[src/rtl/decode_hazard_stage_if.sv]
// Fetch/execute/write-back bundle around the decode stage, plus the control
// word and stage payload types carried on regs_out.
interface decode_hazard_stage_if;

    typedef struct packed {
        logic       reg_write;
        logic       mem_read;
        logic       mem_write;
        logic       branch;
        logic       jump;
        logic       alu_src_imm;
        logic       alu_src_pc;
        logic [2:0] imm_sel;
        logic [3:0] alu_op;
        logic       illegal;
    } ctrl_word;

    typedef struct packed {
        logic        valid;
        logic [31:0] pc;
        logic [31:0] instr;
        logic [6:0]  opcode;
        logic [4:0]  rd;
        logic [2:0]  funct3;
        logic [4:0]  rs1;
        logic [4:0]  rs2;
        logic [6:0]  funct7;
        logic [31:0] i_imm;
        logic [31:0] s_imm;
        logic [31:0] b_imm;
        logic [31:0] u_imm;
        logic [31:0] j_imm;
        logic [31:0] rs1_val;
        logic [31:0] rs2_val;
        ctrl_word    ctrl;
        logic [31:0] alu;
        logic        br;
    } stage_regs;

    logic        if_valid;
    logic [31:0] if_instr;
    logic [31:0] if_pc;
    logic        id_ready;
    logic        ex_ready;
    logic        flush;
    logic        wb_load;
    logic [4:0]  wb_rd;
    logic [31:0] wb_data;
    stage_regs   regs_out;
    logic [31:0] stall_count;

    modport slave (
        input  if_valid, if_instr, if_pc, ex_ready, flush, wb_load, wb_rd, wb_data,
        output id_ready, regs_out, stall_count
    );

    modport master (
        output if_valid, if_instr, if_pc, ex_ready, flush, wb_load, wb_rd, wb_data,
        input  id_ready, regs_out, stall_count
    );

endinterface

[src/rtl/decode_hazard_stage.sv]
// RV32I/RV32E decode stage: field split, control ROM, bypassed register file,
// valid/ready pipeline register with flush and a single-bubble load-use stall.
module decode_hazard_stage #(
    parameter int NREGS          = 32,
    parameter bit BYPASS         = 1'b1,
    parameter bit LOAD_USE_STALL = 1'b1
) (
    input logic                  clk,
    input logic                  rst,
    decode_hazard_stage_if.slave bus
);

    localparam int         IDX_W     = $clog2(NREGS);
    localparam logic [5:0] NREGS_LIM = 6'(NREGS);

    typedef enum logic [6:0] {
        OPC_LUI      = 7'b0110111,
        OPC_AUIPC    = 7'b0010111,
        OPC_JAL      = 7'b1101111,
        OPC_JALR     = 7'b1100111,
        OPC_BRANCH   = 7'b1100011,
        OPC_LOAD     = 7'b0000011,
        OPC_STORE    = 7'b0100011,
        OPC_OP_IMM   = 7'b0010011,
        OPC_OP       = 7'b0110011,
        OPC_MISC_MEM = 7'b0001111,
        OPC_SYSTEM   = 7'b1110011
    } opcode_e;

    typedef enum logic [3:0] {
        ALU_ADD, ALU_SUB, ALU_SLL, ALU_SLT, ALU_SLTU, ALU_XOR,
        ALU_SRL, ALU_SRA, ALU_OR, ALU_AND, ALU_PASS_B
    } alu_op_e;

    typedef enum logic [2:0] {
        IMM_NONE, IMM_I, IMM_S, IMM_B, IMM_U, IMM_J
    } imm_sel_e;

    // ---------------- field split and immediates ----------------
    logic [31:0] instr;
    logic [6:0]  opcode;
    logic [4:0]  rd;
    logic [2:0]  funct3;
    logic [4:0]  rs1;
    logic [4:0]  rs2;
    logic [6:0]  funct7;
    logic [31:0] i_imm;
    logic [31:0] s_imm;
    logic [31:0] b_imm;
    logic [31:0] u_imm;
    logic [31:0] j_imm;

    assign instr  = bus.if_instr;
    assign opcode = instr[6:0];
    assign rd     = instr[11:7];
    assign funct3 = instr[14:12];
    assign rs1    = instr[19:15];
    assign rs2    = instr[24:20];
    assign funct7 = instr[31:25];

    assign i_imm = {{20{instr[31]}}, instr[31:20]};
    assign s_imm = {{20{instr[31]}}, instr[31:25], instr[11:7]};
    assign b_imm = {{19{instr[31]}}, instr[31], instr[7], instr[30:25], instr[11:8], 1'b0};
    assign u_imm = {instr[31:12], 12'b0};
    assign j_imm = {{11{instr[31]}}, instr[31], instr[19:12], instr[20], instr[30:21], 1'b0};

    // ---------------- control ROM ----------------
    logic     reg_write;
    logic     mem_read;
    logic     mem_write;
    logic     branch;
    logic     jump;
    logic     alu_src_imm;
    logic     alu_src_pc;
    logic     illegal;
    alu_op_e  alu_op;
    imm_sel_e imm_sel;

    function automatic alu_op_e alu_from_funct(input logic [2:0] f3, input logic alt,
                                               input logic is_reg);
        case (f3)
            3'd0:    return (is_reg && alt) ? ALU_SUB : ALU_ADD;
            3'd1:    return ALU_SLL;
            3'd2:    return ALU_SLT;
            3'd3:    return ALU_SLTU;
            3'd4:    return ALU_XOR;
            3'd5:    return alt ? ALU_SRA : ALU_SRL;
            3'd6:    return ALU_OR;
            default: return ALU_AND;
        endcase
    endfunction

    always_comb begin
        // NOTE: every output of this block gets a default first, so no path
        // through the case statement can leave a latch behind.
        reg_write   = 1'b0;
        mem_read    = 1'b0;
        mem_write   = 1'b0;
        branch      = 1'b0;
        jump        = 1'b0;
        alu_src_imm = 1'b0;
        alu_src_pc  = 1'b0;
        illegal     = 1'b0;
        alu_op      = ALU_ADD;
        imm_sel     = IMM_NONE;
        case (opcode)
            OPC_LUI: begin
                reg_write   = 1'b1;
                alu_src_imm = 1'b1;
                imm_sel     = IMM_U;
                alu_op      = ALU_PASS_B;
            end
            OPC_AUIPC: begin
                reg_write   = 1'b1;
                alu_src_imm = 1'b1;
                alu_src_pc  = 1'b1;
                imm_sel     = IMM_U;
            end
            OPC_JAL: begin
                reg_write  = 1'b1;
                jump       = 1'b1;
                alu_src_pc = 1'b1;
                imm_sel    = IMM_J;
            end
            OPC_JALR: begin
                reg_write   = 1'b1;
                jump        = 1'b1;
                alu_src_imm = 1'b1;
                imm_sel     = IMM_I;
                illegal     = (funct3 != 3'd0);
            end
            OPC_BRANCH: begin
                branch  = 1'b1;
                imm_sel = IMM_B;
                case (funct3)
                    3'd0, 3'd1: alu_op = ALU_SUB;
                    3'd4, 3'd5: alu_op = ALU_SLT;
                    3'd6, 3'd7: alu_op = ALU_SLTU;
                    default:    illegal = 1'b1;
                endcase
            end
            OPC_LOAD: begin
                reg_write   = 1'b1;
                mem_read    = 1'b1;
                alu_src_imm = 1'b1;
                imm_sel     = IMM_I;
                illegal     = (funct3 == 3'd3) || (funct3 == 3'd6) || (funct3 == 3'd7);
            end
            OPC_STORE: begin
                mem_write   = 1'b1;
                alu_src_imm = 1'b1;
                imm_sel     = IMM_S;
                illegal     = (funct3 > 3'd2);
            end
            OPC_OP_IMM: begin
                reg_write   = 1'b1;
                alu_src_imm = 1'b1;
                imm_sel     = IMM_I;
                alu_op      = alu_from_funct(funct3, funct7[5], 1'b0);
                illegal     = ((funct3 == 3'd1) && (funct7 != 7'b0000000)) ||
                              ((funct3 == 3'd5) && (funct7 != 7'b0000000) &&
                               (funct7 != 7'b0100000));
            end
            OPC_OP: begin
                reg_write = 1'b1;
                alu_op    = alu_from_funct(funct3, funct7[5], 1'b1);
                illegal   = !((funct7 == 7'b0000000) ||
                              ((funct7 == 7'b0100000) && ((funct3 == 3'd0) || (funct3 == 3'd5))));
            end
            OPC_MISC_MEM, OPC_SYSTEM: ;
            default: illegal = 1'b1;
        endcase
        // An illegal word must not have architectural side effects downstream.
        if (illegal) begin
            reg_write = 1'b0;
            mem_read  = 1'b0;
            mem_write = 1'b0;
            branch    = 1'b0;
            jump      = 1'b0;
        end
    end

    // ---------------- register file with write-back bypass ----------------
    logic [31:0] rf [NREGS];
    logic [31:0] rs1_val;
    logic [31:0] rs2_val;

    function automatic logic in_range(input logic [4:0] idx);
        return {1'b0, idx} < NREGS_LIM;
    endfunction

    function automatic logic [31:0] read_reg(input logic [4:0] idx);
        if (idx == 5'd0 || !in_range(idx))
            return 32'd0;
        else if (BYPASS && bus.wb_load && (bus.wb_rd == idx))
            return bus.wb_data;
        else
            return rf[idx[IDX_W-1:0]];
    endfunction

    assign rs1_val = read_reg(rs1);
    assign rs2_val = read_reg(rs2);

    always_ff @(posedge clk) begin
        // NOTE: the register file is cleared on reset because software may
        // rely on every register reading 0 out of reset; the loop costs a
        // reset mux per bit, which a plain RAM macro would not accept.
        if (rst) begin
            for (int i = 0; i < NREGS; i++) rf[i] <= '0;
        end else if (bus.wb_load && (bus.wb_rd != 5'd0) && in_range(bus.wb_rd)) begin
            rf[bus.wb_rd[IDX_W-1:0]] <= bus.wb_data;
        end
    end

    // ---------------- hazard detection and handshake ----------------
    logic out_is_load;
    logic rs1_used;
    logic rs2_used;
    logic advance;
    logic hazard;

    assign rs1_used = !((opcode == OPC_LUI) || (opcode == OPC_AUIPC) || (opcode == OPC_JAL));
    assign rs2_used = (opcode == OPC_BRANCH) || (opcode == OPC_STORE) || (opcode == OPC_OP);
    assign advance  = !bus.regs_out.valid || bus.ex_ready;
    assign hazard   = LOAD_USE_STALL && bus.regs_out.valid && out_is_load &&
                      (bus.regs_out.rd != 5'd0) && bus.if_valid &&
                      ((rs1_used && (rs1 == bus.regs_out.rd)) ||
                       (rs2_used && (rs2 == bus.regs_out.rd)));

    // Deliberately free of wb_*: the handshake never waits on write-back.
    assign bus.id_ready = bus.flush || (advance && !hazard);

    // ---------------- pipeline register ----------------
    always_ff @(posedge clk) begin
        // NOTE: state is written with <= so every flop samples the pre-edge
        // values; a blocking = here would leak this cycle's update into reads.
        if (rst) begin
            bus.regs_out    <= '0;
            out_is_load     <= 1'b0;
            bus.stall_count <= '0;
        end else if (bus.flush) begin
            bus.regs_out <= '0;
            out_is_load  <= 1'b0;
        end else if (advance) begin
            if (hazard) begin
                bus.regs_out <= '0;
                out_is_load  <= 1'b0;
                if (bus.stall_count != '1) bus.stall_count <= bus.stall_count + 32'd1;
            end else begin
                bus.regs_out.valid                <= bus.if_valid;
                bus.regs_out.pc                   <= bus.if_pc;
                bus.regs_out.instr                <= instr;
                bus.regs_out.opcode               <= opcode;
                bus.regs_out.rd                   <= rd;
                bus.regs_out.funct3               <= funct3;
                bus.regs_out.rs1                  <= rs1;
                bus.regs_out.rs2                  <= rs2;
                bus.regs_out.funct7               <= funct7;
                bus.regs_out.i_imm                <= i_imm;
                bus.regs_out.s_imm                <= s_imm;
                bus.regs_out.b_imm                <= b_imm;
                bus.regs_out.u_imm                <= u_imm;
                bus.regs_out.j_imm                <= j_imm;
                bus.regs_out.rs1_val              <= rs1_val;
                bus.regs_out.rs2_val              <= rs2_val;
                bus.regs_out.ctrl.reg_write       <= reg_write;
                bus.regs_out.ctrl.mem_read        <= mem_read;
                bus.regs_out.ctrl.mem_write       <= mem_write;
                bus.regs_out.ctrl.branch          <= branch;
                bus.regs_out.ctrl.jump            <= jump;
                bus.regs_out.ctrl.alu_src_imm     <= alu_src_imm;
                bus.regs_out.ctrl.alu_src_pc      <= alu_src_pc;
                bus.regs_out.ctrl.imm_sel         <= imm_sel;
                bus.regs_out.ctrl.alu_op          <= alu_op;
                bus.regs_out.ctrl.illegal         <= illegal;
                bus.regs_out.alu                  <= 32'd0;
                bus.regs_out.br                   <= 1'b0;
                out_is_load                       <= bus.if_valid && (opcode == OPC_LOAD);
            end
        end
    end

endmodule

[src/flat_wrapper.sv]
// flat-port wrapper written by rule: the top's interface ports become plain ports
module decode_hazard_stage_flat 
#(
    parameter int NREGS          = 32,
    parameter bit BYPASS         = 1'b1,
    parameter bit LOAD_USE_STALL = 1'b1
)
  (clk, rst, bus_if_valid, bus_if_instr, bus_if_pc, bus_ex_ready, bus_flush, bus_wb_load, bus_wb_rd, bus_wb_data, bus_id_ready, bus_regs_out, bus_stall_count);
  decode_hazard_stage_if bus_i ();
  input logic clk;
  input logic rst;
  input wire logic [$bits(bus_i.if_valid)-1:0] bus_if_valid;
  input wire logic [$bits(bus_i.if_instr)-1:0] bus_if_instr;
  input wire logic [$bits(bus_i.if_pc)-1:0] bus_if_pc;
  input wire logic [$bits(bus_i.ex_ready)-1:0] bus_ex_ready;
  input wire logic [$bits(bus_i.flush)-1:0] bus_flush;
  input wire logic [$bits(bus_i.wb_load)-1:0] bus_wb_load;
  input wire logic [$bits(bus_i.wb_rd)-1:0] bus_wb_rd;
  input wire logic [$bits(bus_i.wb_data)-1:0] bus_wb_data;
  output wire logic [$bits(bus_i.id_ready)-1:0] bus_id_ready;
  output wire logic [$bits(bus_i.regs_out)-1:0] bus_regs_out;
  output wire logic [$bits(bus_i.stall_count)-1:0] bus_stall_count;
  assign bus_i.if_valid = bus_if_valid;
  assign bus_i.if_instr = bus_if_instr;
  assign bus_i.if_pc = bus_if_pc;
  assign bus_i.ex_ready = bus_ex_ready;
  assign bus_i.flush = bus_flush;
  assign bus_i.wb_load = bus_wb_load;
  assign bus_i.wb_rd = bus_wb_rd;
  assign bus_i.wb_data = bus_wb_data;
  assign bus_id_ready = bus_i.id_ready;
  assign bus_regs_out = bus_i.regs_out;
  assign bus_stall_count = bus_i.stall_count;
  decode_hazard_stage #(.NREGS(NREGS), .BYPASS(BYPASS), .LOAD_USE_STALL(LOAD_USE_STALL)) u_core (.clk(clk), .rst(rst), .bus(bus_i));
endmodule
[config.mk]
export PLATFORM = sky130hd
export DESIGN_NAME = decode_hazard_stage_flat
export DESIGN_NICKNAME = d
export VERILOG_FILES = /design/src/rtl/decode_hazard_stage_if.sv /design/src/rtl/decode_hazard_stage.sv /design/src/flat_wrapper.sv
export SDC_FILE = /design/constraint.sdc
export NUM_CORES = 2
export LEC_CHECK = 0
export CORE_AREA = 8 8 290 405
export DETAILED_ROUTE_END_ITERATION = 8
export DIE_AREA = 0 0 298 413
export PLACE_DENSITY = 0.78
export SLEW_MARGIN = 15
export SYNTH_ARGS = -nofsm -noshare
export SYNTH_HDL_FRONTEND = slang
export SYNTH_SLANG_ARGS = --single-unit
[constraint.sdc]
create_clock -name clk -period 5.6 [get_ports clk]
set_input_delay 1.68 -clock clk [delete_from_list [all_inputs] [get_ports clk]]
set_output_delay 1.68 -clock clk [all_outputs]
set_load 0.02 [all_outputs]
==> results.yml <==
critical_path:
  cp_data_required_time_ns: 3.92
  crit_arrival_ns: 3.80
  cp_max_fo: 3
  crit_slowest_cell: "clkdlybuf4s50_1"
  worstSetupStartpointType: "input port"
  critical_path_class: "input port to primary output"
  end_kind: "primary output"
  rr_startpoint: "u_core.bus.regs_out[209]$_SDFFE_PP0N_"
  startpoint: "bus_if_instr[4]"
  critical_path_buf_inv_count: 2
  slowest_delay_ns: 0.55
  crit_chain: "clkdlybuf4s50_1 > or3b_2 > a21oi_1 > nor4_1 > nor2_4 > a21o_1 > dlygate4sd2_1"
  crit_family: "buffers and inverters"
clock_network:
  clock-sinks: 1201
  clk_pin_slew_ns: 0.06
  htreeDepth: 3
  clockBufferDepth: 3
  root_buffer: "clkbuf_16"
  cts_tree: "yes"
  clock_latency_ns: 0.75
  hold_buffers: 0
  numCtsBuffers: 113
global_routing:
  grt_max_degree: 134
  grt.total_usage_pct: 32.4
  grt_antenna_before_repair: 7
  grt_pass1_vias: 43300
  grt_pass1_wl_um: 294000
  grt-ovfl-total: 0
logic_synthesis:
  netlist_area_um2: 62900
  seq_area_frac_synth_pct: 54.5
  synthCells: 4740
  synth-warning-count: 0
  avgSynthCellArea_um2: 13.3
  synthArstFlopShare_pct: 0
  synth_edf_count: 1024
  synth_cell_types: 63
  ys.flop_type: "edfxtp_1"
  synth-seq-cells: 1201
floorplan:
  dieArea_um2: 123000
  num_rows: 145
  die_h_um: 413
  io_pins: 509
  core_area_um2: 111000
  die-width_um: 298
  start_util_pct: 56.6
timing:
  finalSetupTns_ns: 0
  rsz0062_at_grt: "no"
  slew_headroom_pct: 13.2
  max_freq_mhz: 182
  setup_viol: 0
  fin_crit_sh_pct: 97.9
  skew_ns: 0.0647
  min_period_ns: 5.48
  worst_pin_slew_ns: 1.30
  drv_slew: 0
  holdWs_ns: 0.455
  hold_viol_final: 0
drt:
  wl_met3_um: 24400
  ant_nets: 0
  wl_met1_um: 65800
  routed-via-count: 43600
  drt_iter0_drc: 5955
  vias_per_cell: 6.80
  drt_first_pass_iters: 6
  wl_met2_um: 103000
  top_layer: "met5"
  drcViolationCount: 0
  wl_um: 206000
  routedWlPerCell_um: 32.1
place:
  place.gp.congestion: 1.03
  io_buffer_count: 461
  dp.cells: 6200
  hpwl_um: 131000
  dpl_cell_area_um2: 67900
pwr:
  power_density_nw_per_um2: 293
  peakVddDrop_mv: 0.255
  p_leak_uw: 0.0249
finish:
  final_nets: 4953
  fin_cells: 6421
  final_area_um2: 71700
  layout-drive-gt1-share_pct: 16.8
  layout_common_cells: "edfxtp_1 (1024), and2_1 (994), clkdlybuf4s50_1 (438)"
  fin_util_pct: 64.5
  fillers: 7945
  areaGrowthSynthToFinish_pct: 13.9
  final_common_cell: "edfxtp_1"
flow_run:
  cap_violations: 0
min_path:
  hp-class: "flop to flop"
  hold_start: "u_core.bus.regs_out[350]$_SDFFE_PP0N_"
status:
  status: "finished, final reports clean"
-- worst paths after layout --
check | end | cells after the start | slack (ns)
max | bus_id_ready | 7 | 0.12
min reg2reg | u_core.bus.regs_out[350]$_SDFFE_PP0N_ | 2 | 0.45
max reg2reg | u_core.bus.regs_out[36]$_SDFFE_PP0N_ | 10 | 1.51
min | u_core.bus.regs_out[350]$_SDFFE_PP0N_ | 2 | 0.45
-- sequential cells by signal (all words and copies together) (netlist names) --
register,cells
u_core.out_is_load,1
u_core.bus.stall_count,32
u_core.bus.regs_out,144
u_core.rf,1024
-- cells in the mapped netlist (3+ instances only) --
| library cell | instances | area share, % |
|---|---|---|
| edfxtp_1 | 1024 | 49 |
| and2_1 | 996 | 9.9 |
| mux4_2 | 384 | 14 |
| clkbuf_1 | 366 | 2.2 |
| mux2i_1 | 256 | 4.1 |
| buf_4 | 231 | 2.8 |
| dfxtp_1 | 177 | 5.6 |
| a21oi_1 | 171 | 1.4 |
| a22oi_1 | 128 | 1.5 |
| nand2_1 | 112 | 0.67 |
| o21ai_0 | 93 | 0.74 |
| nand3_1 | 90 | 0.72 |
| buf_2 | 79 | 0.63 |
| o22ai_1 | 66 | 0.66 |
| a211oi_1 | 65 | 0.78 |
| a32oi_1 | 65 | 0.91 |
| a22o_1 | 64 | 0.89 |
| o221ai_1 | 64 | 0.89 |
| nor2_1 | 63 | 0.38 |
| or2_2 | 34 | 0.34 |
| buf_1 | 27 | 0.16 |
| or3_1 | 23 | 0.23 |
| nand4_1 | 22 | 0.22 |
| o31ai_1 | 14 | 0.17 |
| or4_1 | 12 | 0.14 |
| xnor2_1 | 12 | 0.17 |
| nor4_1 | 10 | 0.099 |
| xor2_1 | 10 | 0.14 |
| nor2b_1 | 9 | 0.090 |
| nor3_1 | 8 | 0.064 |
| buf_6 | 7 | 0.13 |
| inv_1 | 7 | 0.042 |
| nand2b_1 | 5 | 0.050 |
| and3_1 | 4 | 0.040 |
| o211ai_1 | 4 | 0.048 |
| a32o_1 | 3 | 0.048 |
| mux2_2 | 3 | 0.054 |
| nand3b_1 | 3 | 0.036 |
-- layout make-up --
type / count / area (um2) / area share (%)
clock inverters: 62 / 702 / 0.980
diodes: 5 / 12.5 / 0.0175
repair buffers: 623 / 6250 / 8.72
inverters: 7 / 26.3 / 0.0367
clock buffers: 154 / 3150 / 4.40
flip-flops and latches: 1201 / 34300 / 47.9
well taps: 1470 / 1840 / 2.57
multi-input cells: 2899 / 25400 / 35.4
-- worst min-delay path, stage by stage (launching register included) --
cell     delay (ns)
dfxtp_1        0.31
nand2_1        0.05
a21oi_1        0.05
-- kinds of logic (layout without fill, tap and decap cells) --
| logic type | after synthesis | in the layout | share of synthesized area (%) |
|---|---|---|---|
| adder cells (fa/ha/maj) | 1 | 1 | 0.0199 |
| other | 1 | 84 | 0.00596 |
| flip-flops | 1201 | 1201 | 54.5 |
| AO/OA/AOI/OAI | 749 | 749 | 8.19 |
| buffers and inverters | 718 | 846 | 5.91 |
| XOR/XNOR | 22 | 22 | 0.306 |
| AND/OR/NAND/NOR | 1405 | 1405 | 13.2 |
| multiplexers | 643 | 643 | 17.9 |
-- per-layer routing --
metal / track usage (%) / up-vias
met4: 19.1 / 4
met5: 0 / -
met1: 36.8 / 21700
met3: 7.90 / 693
met2: 55.4 / 3358
li1: - / 17900
-- power breakdown --
part	internal (uW)	total, uW	switching [uW]	leakage, uW
clock network	4480	8010	3530	0.00187
registers	10200	10500	298	0.0112
logic	1070	2560	1480	0.0118
total	15700	21000	5310	0.0249
-- timing repair --
item	CTS	global route
gates resized for setup	1	0
setup buffers	0	0
endpoints found under the setup margin	1	0
-- metrics by stage --
step	setup slack (ns)	total power (uW)
final	0.120	21000
after global routing	0.0351	21500
after CTS	0.118	21000
after detailed placement	-0.141	13100
after global placement	-0.140	13100
after floorplan	0.541	12100
(Power assumes the default switching activity.)
